## src/rtl/multicycle_alu.sv

```systemverilog
// multicycle_alu -- execute-stage ALU with a serial shifter.
//
// Logic, arithmetic, compare and pass ops finish in one cycle. SLL/SRL/SRA
// shift one bit per cycle, so a shift by N keeps in_ready low for N cycles.
// A valid/ready handshake lets the hazard unit stall upstream meanwhile.
//
// Optional build macro: MULTICYCLE_ALU_BARREL_SHIFT_EN
//   defined   -> shifts use a combinational barrel shifter, every op takes
//                one cycle, SHIFT is never entered, in_ready = !reset.
//   undefined -> serial 1-bit-per-cycle shifter (default).
//
// Ports:
//   clk        in   system clock, rising edge
//   reset      in   synchronous, active-high
//   in_valid   in   Operation/SrcA/SrcB valid this cycle
//   in_ready   out  block can accept an op this cycle
//   Operation  in   4-bit op select from the ALU controller
//   SrcA       in   operand A
//   SrcB       in   operand B; SrcB[SHAMT_W-1:0] is the shift amount
//   out_valid  out  one-cycle pulse per accepted op
//   ALUResult  out  registered result, held until the next completion
//   Zero       out  registered (ALUResult == 0)
module multicycle_alu #(
    parameter int DATA_W  = 32,
    parameter int SHAMT_W = 5
) (
    input  logic              clk,
    input  logic              reset,
    input  logic              in_valid,
    output logic              in_ready,
    input  logic [3:0]        Operation,
    input  logic [DATA_W-1:0] SrcA,
    input  logic [DATA_W-1:0] SrcB,
    output logic              out_valid,
    output logic [DATA_W-1:0] ALUResult,
    output logic              Zero
);

    typedef enum logic {S_IDLE = 1'b0, S_SHIFT = 1'b1} state_t;

`ifdef MULTICYCLE_ALU_BARREL_SHIFT_EN
    localparam bit SERIAL = 1'b0;
`else
    localparam bit SERIAL = 1'b1;
`endif

    state_t              r_state;
    state_t              w_state_nxt;
    logic [DATA_W-1:0]   r_acc;
    logic [SHAMT_W-1:0]  r_cnt;
    logic [1:0]          r_shop;
    logic                r_out_valid;
    logic [DATA_W-1:0]   r_result;
    logic                r_zero;

    logic                w_accept;
    logic                w_is_shift;
    logic [SHAMT_W-1:0]  w_shamt;
    logic                w_start_shift;
    logic                w_done;
    logic [DATA_W-1:0]   w_result_nxt;
    logic [DATA_W-1:0]   w_acc_step;

    // Single-cycle result. In the serial build a shift only reaches this
    // path with shamt == 0, where the result is SrcA unchanged.
    function automatic logic [DATA_W-1:0] op_result(
        input logic [3:0]        op,
        input logic [DATA_W-1:0] a,
        input logic [DATA_W-1:0] b
    );
        logic signed [DATA_W-1:0] sa;
        logic signed [DATA_W-1:0] sb;
        logic [DATA_W-1:0]        res;
`ifdef MULTICYCLE_ALU_BARREL_SHIFT_EN
        logic [SHAMT_W-1:0]       sh;
        sh = b[SHAMT_W-1:0];
`endif
        sa  = a;
        sb  = b;
        res = '0;
        case (op)
            4'b0000: res = a & b;
            4'b0001: res = a | b;
            4'b0010: res = a + b;
            4'b0011: res = a ^ b;
            4'b0110: res = a - b;
`ifdef MULTICYCLE_ALU_BARREL_SHIFT_EN
            4'b0100: res = a << sh;
            4'b0101: res = a >> sh;
            4'b0111: res = sa >>> sh;
`else
            4'b0100: res = a;
            4'b0101: res = a;
            4'b0111: res = a;
`endif
            4'b1000: res = {{(DATA_W-1){1'b0}}, (a == b)};
            4'b1001: res = {{(DATA_W-1){1'b0}}, (a != b)};
            4'b1010: res = {{(DATA_W-1){1'b0}}, (sa < sb)};
            4'b1011: res = {{(DATA_W-1){1'b0}}, (sa >= sb)};
            4'b1100: res = {{(DATA_W-1){1'b0}}, (a < b)};
            4'b1101: res = {{(DATA_W-1){1'b0}}, (a >= b)};
            4'b1110: res = b;
            default: res = '0;
        endcase
        return res;
    endfunction

    // One serial shift step; shop is Operation[1:0] of the latched shift
    // (00 SLL, 01 SRL, 11 SRA).
    function automatic logic [DATA_W-1:0] shift_step(
        input logic [DATA_W-1:0] acc,
        input logic [1:0]        shop
    );
        logic [DATA_W-1:0] res;
        case (shop)
            2'b00:   res = {acc[DATA_W-2:0], 1'b0};
            2'b01:   res = {1'b0, acc[DATA_W-1:1]};
            default: res = {acc[DATA_W-1], acc[DATA_W-1:1]};
        endcase
        return res;
    endfunction

    assign w_accept   = in_valid && in_ready;
    assign w_shamt    = SrcB[SHAMT_W-1:0];
    assign w_is_shift = (Operation == 4'b0100) || (Operation == 4'b0101) ||
                        (Operation == 4'b0111);
    assign w_acc_step = shift_step(r_acc, r_shop);

`ifdef MULTICYCLE_ALU_BARREL_SHIFT_EN
    assign in_ready = !reset;
`else
    assign in_ready = (r_state == S_IDLE);
`endif

    always_comb begin
        w_state_nxt   = r_state;
        w_start_shift = 1'b0;
        w_done        = 1'b0;
        w_result_nxt  = '0;
        case (r_state)
            S_IDLE: begin
                if (w_accept) begin
                    if (SERIAL && w_is_shift && (w_shamt != '0)) begin
                        w_state_nxt   = S_SHIFT;
                        w_start_shift = 1'b1;
                    end else begin
                        w_done       = 1'b1;
                        w_result_nxt = op_result(Operation, SrcA, SrcB);
                    end
                end
            end
            S_SHIFT: begin
                // cnt==1 means this step is the last bit of the shift.
                if (r_cnt == SHAMT_W'(1)) begin
                    w_state_nxt  = S_IDLE;
                    w_done       = 1'b1;
                    w_result_nxt = w_acc_step;
                end
            end
            default: w_state_nxt = S_IDLE;
        endcase
    end

    always_ff @(posedge clk) begin
        if (reset) begin
            r_state <= S_IDLE;
        end else begin
            r_state <= w_state_nxt;
        end
    end

    // Control and visible result registers.
    always_ff @(posedge clk) begin
        if (reset) begin
            r_out_valid <= 1'b0;
            r_result    <= '0;
            r_zero      <= 1'b1;
            r_cnt       <= '0;
        end else begin
            r_out_valid <= w_done;
            if (w_done) begin
                r_result <= w_result_nxt;
                r_zero   <= (w_result_nxt == '0);
            end
            if (w_start_shift) begin
                r_cnt <= w_shamt;
            end else if (r_state == S_SHIFT) begin
                r_cnt <= r_cnt - SHAMT_W'(1);
            end
        end
    end

    // Shift datapath; its contents are don't-care outside SHIFT.
    always_ff @(posedge clk) begin
        if (w_start_shift) begin
            r_acc  <= SrcA;
            r_shop <= Operation[1:0];
        end else if (r_state == S_SHIFT) begin
            r_acc <= w_acc_step;
        end
    end

    assign out_valid = r_out_valid;
    assign ALUResult = r_result;
    assign Zero      = r_zero;

endmodule

```

## config.mk

```make
export PLATFORM = sky130hd
export DESIGN_NAME = multicycle_alu
export DESIGN_NICKNAME = d
export VERILOG_FILES = /design/src/rtl/multicycle_alu.sv
export SDC_FILE = /design/constraint.sdc
export NUM_CORES = 1
export LEC_CHECK = 0
export CAP_MARGIN = 40
export CELL_PAD_IN_SITES_DETAIL_PLACEMENT = 0
export CELL_PAD_IN_SITES_GLOBAL_PLACEMENT = 1
export CORE_MARGIN = 4
export CORE_UTILIZATION = 35
export DETAILED_ROUTE_END_ITERATION = 10
export GPL_TIMING_DRIVEN = 0
export PLACE_DENSITY = 0.77
export SYNTH_ARGS = -nofsm -noshare
export SYNTH_HDL_FRONTEND = slang
export SYNTH_SLANG_ARGS = --single-unit
```

## constraint.sdc

```tcl
create_clock -name clk -period 4.65 [get_ports clk]
set_input_delay 0.465 -clock clk [delete_from_list [all_inputs] [get_ports clk]]
set_output_delay 0.465 -clock clk [all_outputs]
set_load 0.01 [all_outputs]
```

Word-level counts from Yosys, hierarchy flattened
Index checks and enable logic that the tools add are counted.

storage, ports and cells
  register bits = 74
  input bits = 71
  output and inout port bits = 35
  word-level logic and storage cells = 65

operators by class
  add/sub/neg operators = 3
  magnitude comparators = 4
  eq/ne operators = 18
  mux-type cells = 19
  bitwise gates (word level) = 4
  reduce and logical (&&, ||, !) cells = 10

operator list
  cell                                                 count
  case mux 32 bit (13 select lines)                    1
  two-way mux 32 bit                                   5
  case mux 32 bit (2 select lines)                     2
  greater-or-equal comparator 32 bit                   2
  less-than comparator 32 bit                          2
  adder 32 bit                                         1
  bitwise AND 32 bit                                   1
  equality test 32 bit                                 1
  logical NOT 32 bit                                   1
  != test 32 bit                                       1
  OR 32 bit                                            1
  subtractor 32 bit                                    1
  bitwise XOR 32 bit                                   1
  equality test 4 bit, second input constant           7
  equality test 4 x 3 -> 1 bit, second input constant  4
  two-way mux 5 bit                                    2
  equality test 4 x 2 -> 1 bit, second input constant  2
  two-way mux 1 bit                                    7
  equality test 5 x 1 -> 1 bit, second input constant  1
  nonzero test 5 bit                                   1
  subtractor 5 x 1 -> 5 bit, second input constant     1
  equality test 4 x 1 -> 1 bit, second input constant  1
  logical NOT 4 bit                                    1
  case mux 1 bit (2 select lines)                      2
  other kinds (7)                                      9

Depth between registers and ports, before layout
Gate-level depths: netlist of run 1.

  depth in word-level cells = 8
  gate-level depth with buffers = 15
  gate-level depth less buffers = 15

Least setup slack after synthesis of run 1
Ideal clock, no wire load.

  kind = input -> register
  start point = input SrcA[0]
  end point = register r_zero, in the netlist Zero
  library setup time = 0.096 ns
  arrival = 3.303 ns
  data required time = 4.554 ns
  path slack = 1.252 ns
  stages = 15
  buffers on the path = 0
  cells stage by stage = inv_1 -> ha_1 -> inv_1 -> fa_1 -> nand2b_4 -> a221o_1 -> a21oi_2 -> a311oi_2 -> o21ai_2 -> mux2i_1 -> a221o_1 -> a2111oi_2 -> and4b_1 -> nand4_1 -> o41ai_2

between the ends
  word-level cells in the longest chain between the ends = 6
  elaborated cells on any way between the ends = 16
  those cells by class = 2 x add/sub; 4 x order compare; 2 x eq/ne; 4 x mux; 3 x bitwise; 1 x reduce/logical

RTL lines
  what                                       RTL line  source
  start, declared                            32        input logic [DATA_W-1:0] SrcA,
  subtractor 32 bit (tied with other cells)  86        4'b0110: res = a - b;
  case mux 32 bit (13 select lines) (*)      81        case (op)
  two-way mux 32 bit (*)                     143       if (SERIAL && w_is_shift && (w_shamt != '0)) begin
  two-way mux 32 bit (*)                     142       if (w_accept) begin
  case mux 32 bit (2 select lines) (*)       140       case (r_state)
  logical NOT 32 bit (*)                     183       r_zero <= (w_result_nxt == '0);
  end signal, assigned                       183
  end, declared                              54        logic r_zero;

Mark *: on every way between the ends. The rest lies on a longest branch, timed or not.
A chain may end at the register's enable or synchronous reset.

Worst setup path in the final report of run 1
  start point = input Operation[1]
  end point = register r_zero, in the netlist Zero

between the ends
  word-level cells in the longest chain between the ends = 8
  elaborated cells on any way between the ends = 27
  those cells by class = 14 x eq/ne; 7 x mux; 6 x reduce/logical

RTL lines
  what                                                                       RTL line  source
  start, declared                                                            31        input logic [3:0] Operation,
  branches (longest 8 deep; another with case mux 32 bit (13 select lines))  n/a

Several ways; the timed one is not identified.

==> metrics.cfg, run 1 <==
[status]
outcome = finished with violations
violations = setup timing

[timing]
finalCritPeriodShare = 1.03
fin_worst_skew_ns = 0.0148
finalMaxSlewViolations = 0
max_freq_ghz = 0.209
hold_violations = 0
fin_ws_ns = -0.137
slew_headroom = 0.331
finalSetupViolCount = 1
rsz0062_at_grt = true
setup_tns_ns = -0.137
tightest_slew_ns = 0.991
whs_ns = 0.455
min_period_ns = 4.79

[setup_path]
cp-start-kind = input pin
end_kind = flop
required_ns = 4.89
worstPathArrival_ns = 5.02
crit_slowest_cell = clkbuf_1
crit_top_cell = clkbuf_1
slowest_delay_ns = 0.72
critPathMaxFanout = 10
crit_chain = clkdlybuf4s50_1, clkbuf_1, buf_1, clkbuf_1, o21ai_0, a22oi_1, o211ai_1, o41ai_1, buf_2, nand4b_1, o41ai_2
critical_path_class = in -> reg
reg2regPathDepth = 12

[clock_network]
cts.path.max_buffers = 2
cts_max_level = 3
cts_tree = built
clkTransAtPathRegs_ns = 0.06
cts_inserted_buffers = 9
clock-sinks = 74
root_buffer = clkbuf_16
cts_setup_buffers = 0
clock_latency_ns = 0.34

[placed_design]
gp_congestion = 1.01
dp_hpwl_um = 38500
post-place-ws_ns = -0.669
portBuffers = 103

[floorplan]
die_y_um = 177
die_w_um = 177
start_util = 0.357
core_sq_um = 27900
num_io_pins = 106
die_area_sq_um = 31200
fp-row-count = 61

[logic_synthesis]
synth_top_area_share = 0.127
synth_compound_area_frac = 0.331
syn-num-nets = 1550
syn-instance-count = 1376
synth_xor_area_frac = 0.0202
yosys.area.top_type = ha_1
synth_flop_cell = dfxtp_1
syn-cell-area_sq_um = 9960
ys_seq_area_frac = 0.183
synth_adder_area_share = 0.131
synth_area_per_cell_sq_um = 7.24
async_reset_ff_frac = 0
synth_edf_count = 34
synth_top_family_by_area = compound AO/OA/AOI/OAI gates
yosys_register_bits = 74
synthMuxAreaShare = 0.0394
ys_warn_count = 0
synth_cell_type_count = 90
yosys.area_share.simple = 0.216
yosys-top-cells-area = ha_1, edfxtp_1, a21oi_1

[global_route]
grt_overflow = 0
grt_max_degree = 22
antenna_found_initial = 0
grt_pass1_vias = 10870
groute.usage.overall = 0.296
grt_first_pass_wirelength_um = 69700

[detailed_routing]
ant_nets = 0
drt_iter0_drc = 1454
wl_um = 48200
vias = 11810
wl_per_cell_um = 25.6
drt_pass1_iterations = 6
vias_per_cell = 6.27
drc = 0

[power_and_ir_drop]
peakVddDrop_uv = 154
total_power_mw = 2.68
p_per_area_nw_per_um2 = 224
p_leak_nw = 4.71

[final_layout]
fin_util = 0.428
area_growth_pct = 20.0
nets = 1674
layout-drive-gt1-share = 0.0645
diodes = 0

[job]
cap_violations = 0

[min_path]
hold_path_class = reg -> reg
whs_path_depth = 2

-- worst paths after layout --
| path | slack [ns] | start | endpoint |
|---|---|---|---|
| worst min-delay path | 0.45 | ALUResult[13] | ALUResult[13] |
| worst max register to register | 0.58 | r_cnt[1] | Zero |
| worst min register to register | 0.45 | ALUResult[13] | ALUResult[13] |
| worst max-delay path | -0.14 | Operation[1] | Zero |
-- report_power, final --
part           internal (mW)  leakage [nW]  total [mW]  switching [mW]
Clock                  0.430         0.149       0.710           0.279
Combinational          0.435          3.92        1.21           0.775
Sequential             0.731         0.640       0.760          0.0293
Total                   1.60          4.71        2.68            1.08
-- state kept, by name, summed over array words and instances (netlist names) --
| signal | flops |
|---|---|
| ALUResult | 32 |
| r_acc | 32 |
| r_cnt | 5 |
| r_shop | 2 |
| Zero | 1 |
| out_valid | 1 |
| r_state | 1 |
-- cells in the final DEF, fill, tap and decap left out, types with 14 or more instances in the layout --
master           synthesis  final
nand4_1                 21     21
nor2b_1                 23     23
nand2_1                105    105
edfxtp_1                34     34
nor3_1                  30     28
dfxtp_1                 40     40
ha_1                   101    101
inv_1                  102    102
o22ai_1                 18     18
clkdlybuf4s50_1          0    103
a21o_1                  20     20
o21ai_0                 66     66
mux2i_1                 37     37
a211oi_1                20     18
a31oi_1                 16     16
nor2_1                 157    156
xnor2_1                 18     18
nand3_1                 23     23
nor4_1                  18     18
clkbuf_1                63     59
nand2b_1                22     22
o211ai_1                14     14
buf_2                   26     28
a21oi_1                162    161
-- critical path, delay by kind of cell --
kind | cells | cell delay [ns]
simple gates | 1 | 0.14
buf+inv | 5 | 3.03
compound gates | 5 | 1.36
-- per-layer routing --
layer / global-route usage / vias to the layer above / wire length, um
met2: 0.467 / 723 / 21200
met3: 0.0434 / 118 / 4580
met5: 0 / - / 0
met1: 0.405 / 5649 / 19900
met4: 0.124 / 0 / 2500
li1: - / 5320 / -
-- cell usage after synthesis, types with 16 or more instances --
cell        n
nand2b_1   22
a21o_1     20
nand3_1    23
clkbuf_1   63
nor2_1    157
nand2_1   105
dfxtp_1    40
mux2i_1    37
xnor2_1    18
a21oi_1   162
o21ai_0    66
ha_1      101
nor3_1     30
nor4_1     18
nand4_1    21
buf_2      26
o22ai_1    18
inv_1     102
a31oi_1    16
a211oi_1   20
edfxtp_1   34
nor2b_1    23
-- metrics by stage --
step                area [sq um]  instances
finish                     12000       1883
detailed placement         11600       1867
floorplan                   9960       1376
global placement           11500       1857
global route               12000       1883
CTS                        11900       1882
-- cell families after synthesis --
kind of cell / after synthesis
AO/OA/AOI/OAI: 489
AND/OR/NAND/NOR: 448
buffers and inverters: 200
adder cells (fa/ha/maj): 103
flip-flops: 74
multiplexers: 39
XOR/XNOR: 23
-- final cells by class --
cell class / count / area, sq um
fillers: 2956 / 16000
multi-input cells: 1102 / 7420
flip-flops and latches: 74 / 1820
repair buffers: 114 / 1150
well taps: 378 / 473
plain buffers: 95 / 400
inverters: 104 / 390
clock buffers: 10 / 239
clock inverters: 6 / 63.8
-- repair_timing --
item | CTS | global route
endpoints found under the setup margin | 1 | 39
endpoints found under the hold margin | 0 | 0
hold buffers | 0 | 0
gates resized for setup | 2 | 17
(Power assumes the default switching activity.)
==> run 2, diff against run 1 <==
Clock period 4.65 ns to 5.1 ns, I/O delays scaled along.
==> run 2 against run 1 <==
Effect of this change:
- final area fell by 0.46%
- critical path depth is the same
- cell count barely moved
- critical path type unchanged
- the flow now finishes without violations
- critical endpoint is now r_acc[31]
==> metrics.cfg, run 2 (synthesized netlist as in run 1, its figures left out) <==
[placed_design]
portBuffers = 103
dp_hpwl_um = 38500
post-place-ws_ns = -0.264
gp_congestion = 1.01
place_inst = 1867

[setup_path]
slowest_delay_ns = 0.79
critical_path_class = in -> reg
worstPathArrival_ns = 4.96
crit_chain = clkdlybuf4s50_1, nand2b_1, buf_2, and2_1, clkbuf_1, clkbuf_1, nand3_1, inv_1, nor2_1, inv_1, buf_16
required_ns = 5.14
cp-start-kind = input pin
critPathMaxFanout = 21
end_kind = flop
crit_slowest_cell = clkbuf_1

[job]
cap_violations = 0

[detailed_routing]
drt_pass1_iterations = 8
vias_per_cell = 6.23
wl_met1_um = 20200
ant_nets = 0
drt_iter0_drc = 1519
drc = 0
met2_length_um = 21200
wl_per_cell_um = 25.5
wl_um = 48100
routed.top_layer = met4
vias = 11733
met3_length_um = 4150

[global_route]
grt_overflow = 0
grt_first_pass_wirelength_um = 69700
grt_pass1_vias = 10915
groute.usage.overall = 0.296
antenna_found_initial = 0
grt_max_degree = 22

[clock_network]
clock_latency_ns = 0.34
cts.path.max_buffers = 2
cts_tree = built
cts_hold_buf = 0
cts_max_level = 3
clock-sinks = 74
cts_inserted_buffers = 9
root_buffer = clkbuf_16
clkTransAtPathRegs_ns = 0.06

[power_and_ir_drop]
clkPwrFrac = 0.265
p_leak_nw = 4.69
swShare = 0.403
switching_power_uw = 981
peakVddDrop_uv = 139
total_power_mw = 2.43
p_per_area_nw_per_um2 = 204
pwr-share-seq = 0.285
p_comb_frac = 0.450
p_int_mw = 1.45

[floorplan]
start_util = 0.357
fp-row-count = 61
die_y_um = 177
die_w_um = 177
core_sq_um = 27900
die_area_sq_um = 31200
num_io_pins = 106

[final_layout]
final_cell_mix = a21oi_1, nor2_1, nand2_1, clkdlybuf4s50_1, inv_1
register_area_sq_um = 1820
final_common_cell = a21oi_1
layout-drive-gt1-share = 0.0571
nets = 1674
area_growth_pct = 19.4
fin_cells = 1884
n_fill_cell = 2964
multi_input_area_sq_um = 7360

[timing]
rsz0062_at_grt = false
max_freq_ghz = 0.203
hold_violations = 0
whs_ns = 0.455
min_period_ns = 4.92
tightest_slew_ns = 0.997
fin_worst_skew_ns = 0.0149
slew_headroom = 0.327
finalSetupViolCount = 0
finalCritPeriodShare = 0.965
finalMaxSlewViolations = 0
fin_ws_ns = 0.179
setup_tns_ns = 0

[min_path]
hold_path_class = reg -> reg

[status]
outcome = complete, no violations

-- run 2: critical path, delay by kind of cell --
| kind | cells | cell delay, ns |
|---|---|---|
| buffers and inverters | 7 | 3.37 |
| AND/OR/NAND/NOR | 4 | 1.05 |
-- run 2: final timing paths --
check | start | to | slack (ns) | depth (start not counted)
worst max-delay path | Operation[0] | r_acc[31] | 0.18 | 11
worst min-delay path | ALUResult[6] | ALUResult[6] | 0.45 | 2
worst max register to register | r_cnt[1] | Zero | 1.04 | 12
worst min register to register | ALUResult[6] | ALUResult[6] | 0.45 | 2
-- run 2: per-layer routing --
layer	GRT usage	vias to the layer above
met2	0.464	672
met5	0	-
met3	0.0472	127
li1	-	5320
met1	0.401	5614
met4	0.134	0
-- run 2: repair_timing --
action / CTS / global route
gates resized for setup: 0 / 2
setup buffers: 0 / 0
endpoints found under the setup margin: 0 / 1
endpoints found under the hold margin: 0 / 0
-- run 2: cell type report --
cell class                      instances  share of cell area
Clock buffer                           10              0.0201
Inverter                              104              0.0328
Tap cell                              378              0.0397
Sequential cell                        74               0.153
Buffer                                 95              0.0333
Timing Repair Buffer                  114              0.0966
Antenna cell                            1            0.000210
Clock inverter                          6             0.00536
Multi-Input combinational cell       1102               0.619
-- run 2: stage by stage --
| step | utilization | cell area [sq um] |
|---|---|---|
| 2_1_floorplan | - | 9960 |
| 3_3_place_gp | 0.411 | 11500 |
| 3_5_place_dp | 0.415 | 11600 |
| 4_1_cts | 0.425 | 11900 |
| 5_1_grt | 0.426 | 11900 |
| 6_report | 0.426 | 11900 |
-- run 2: power groups by stage --
| stage | Clock [mW] | Sequential, mW | Combinational (mW) |
|---|---|---|---|
| global placement | 0 | 0.704 | 1.05 |
| global route | 0.683 | 0.696 | 1.17 |
| detailed placement | 0 | 0.704 | 1.06 |
| CTS | 0.652 | 0.692 | 1.07 |
| finish | 0.646 | 0.693 | 1.09 |
| floorplan | 0 | 0.705 | 0.638 |
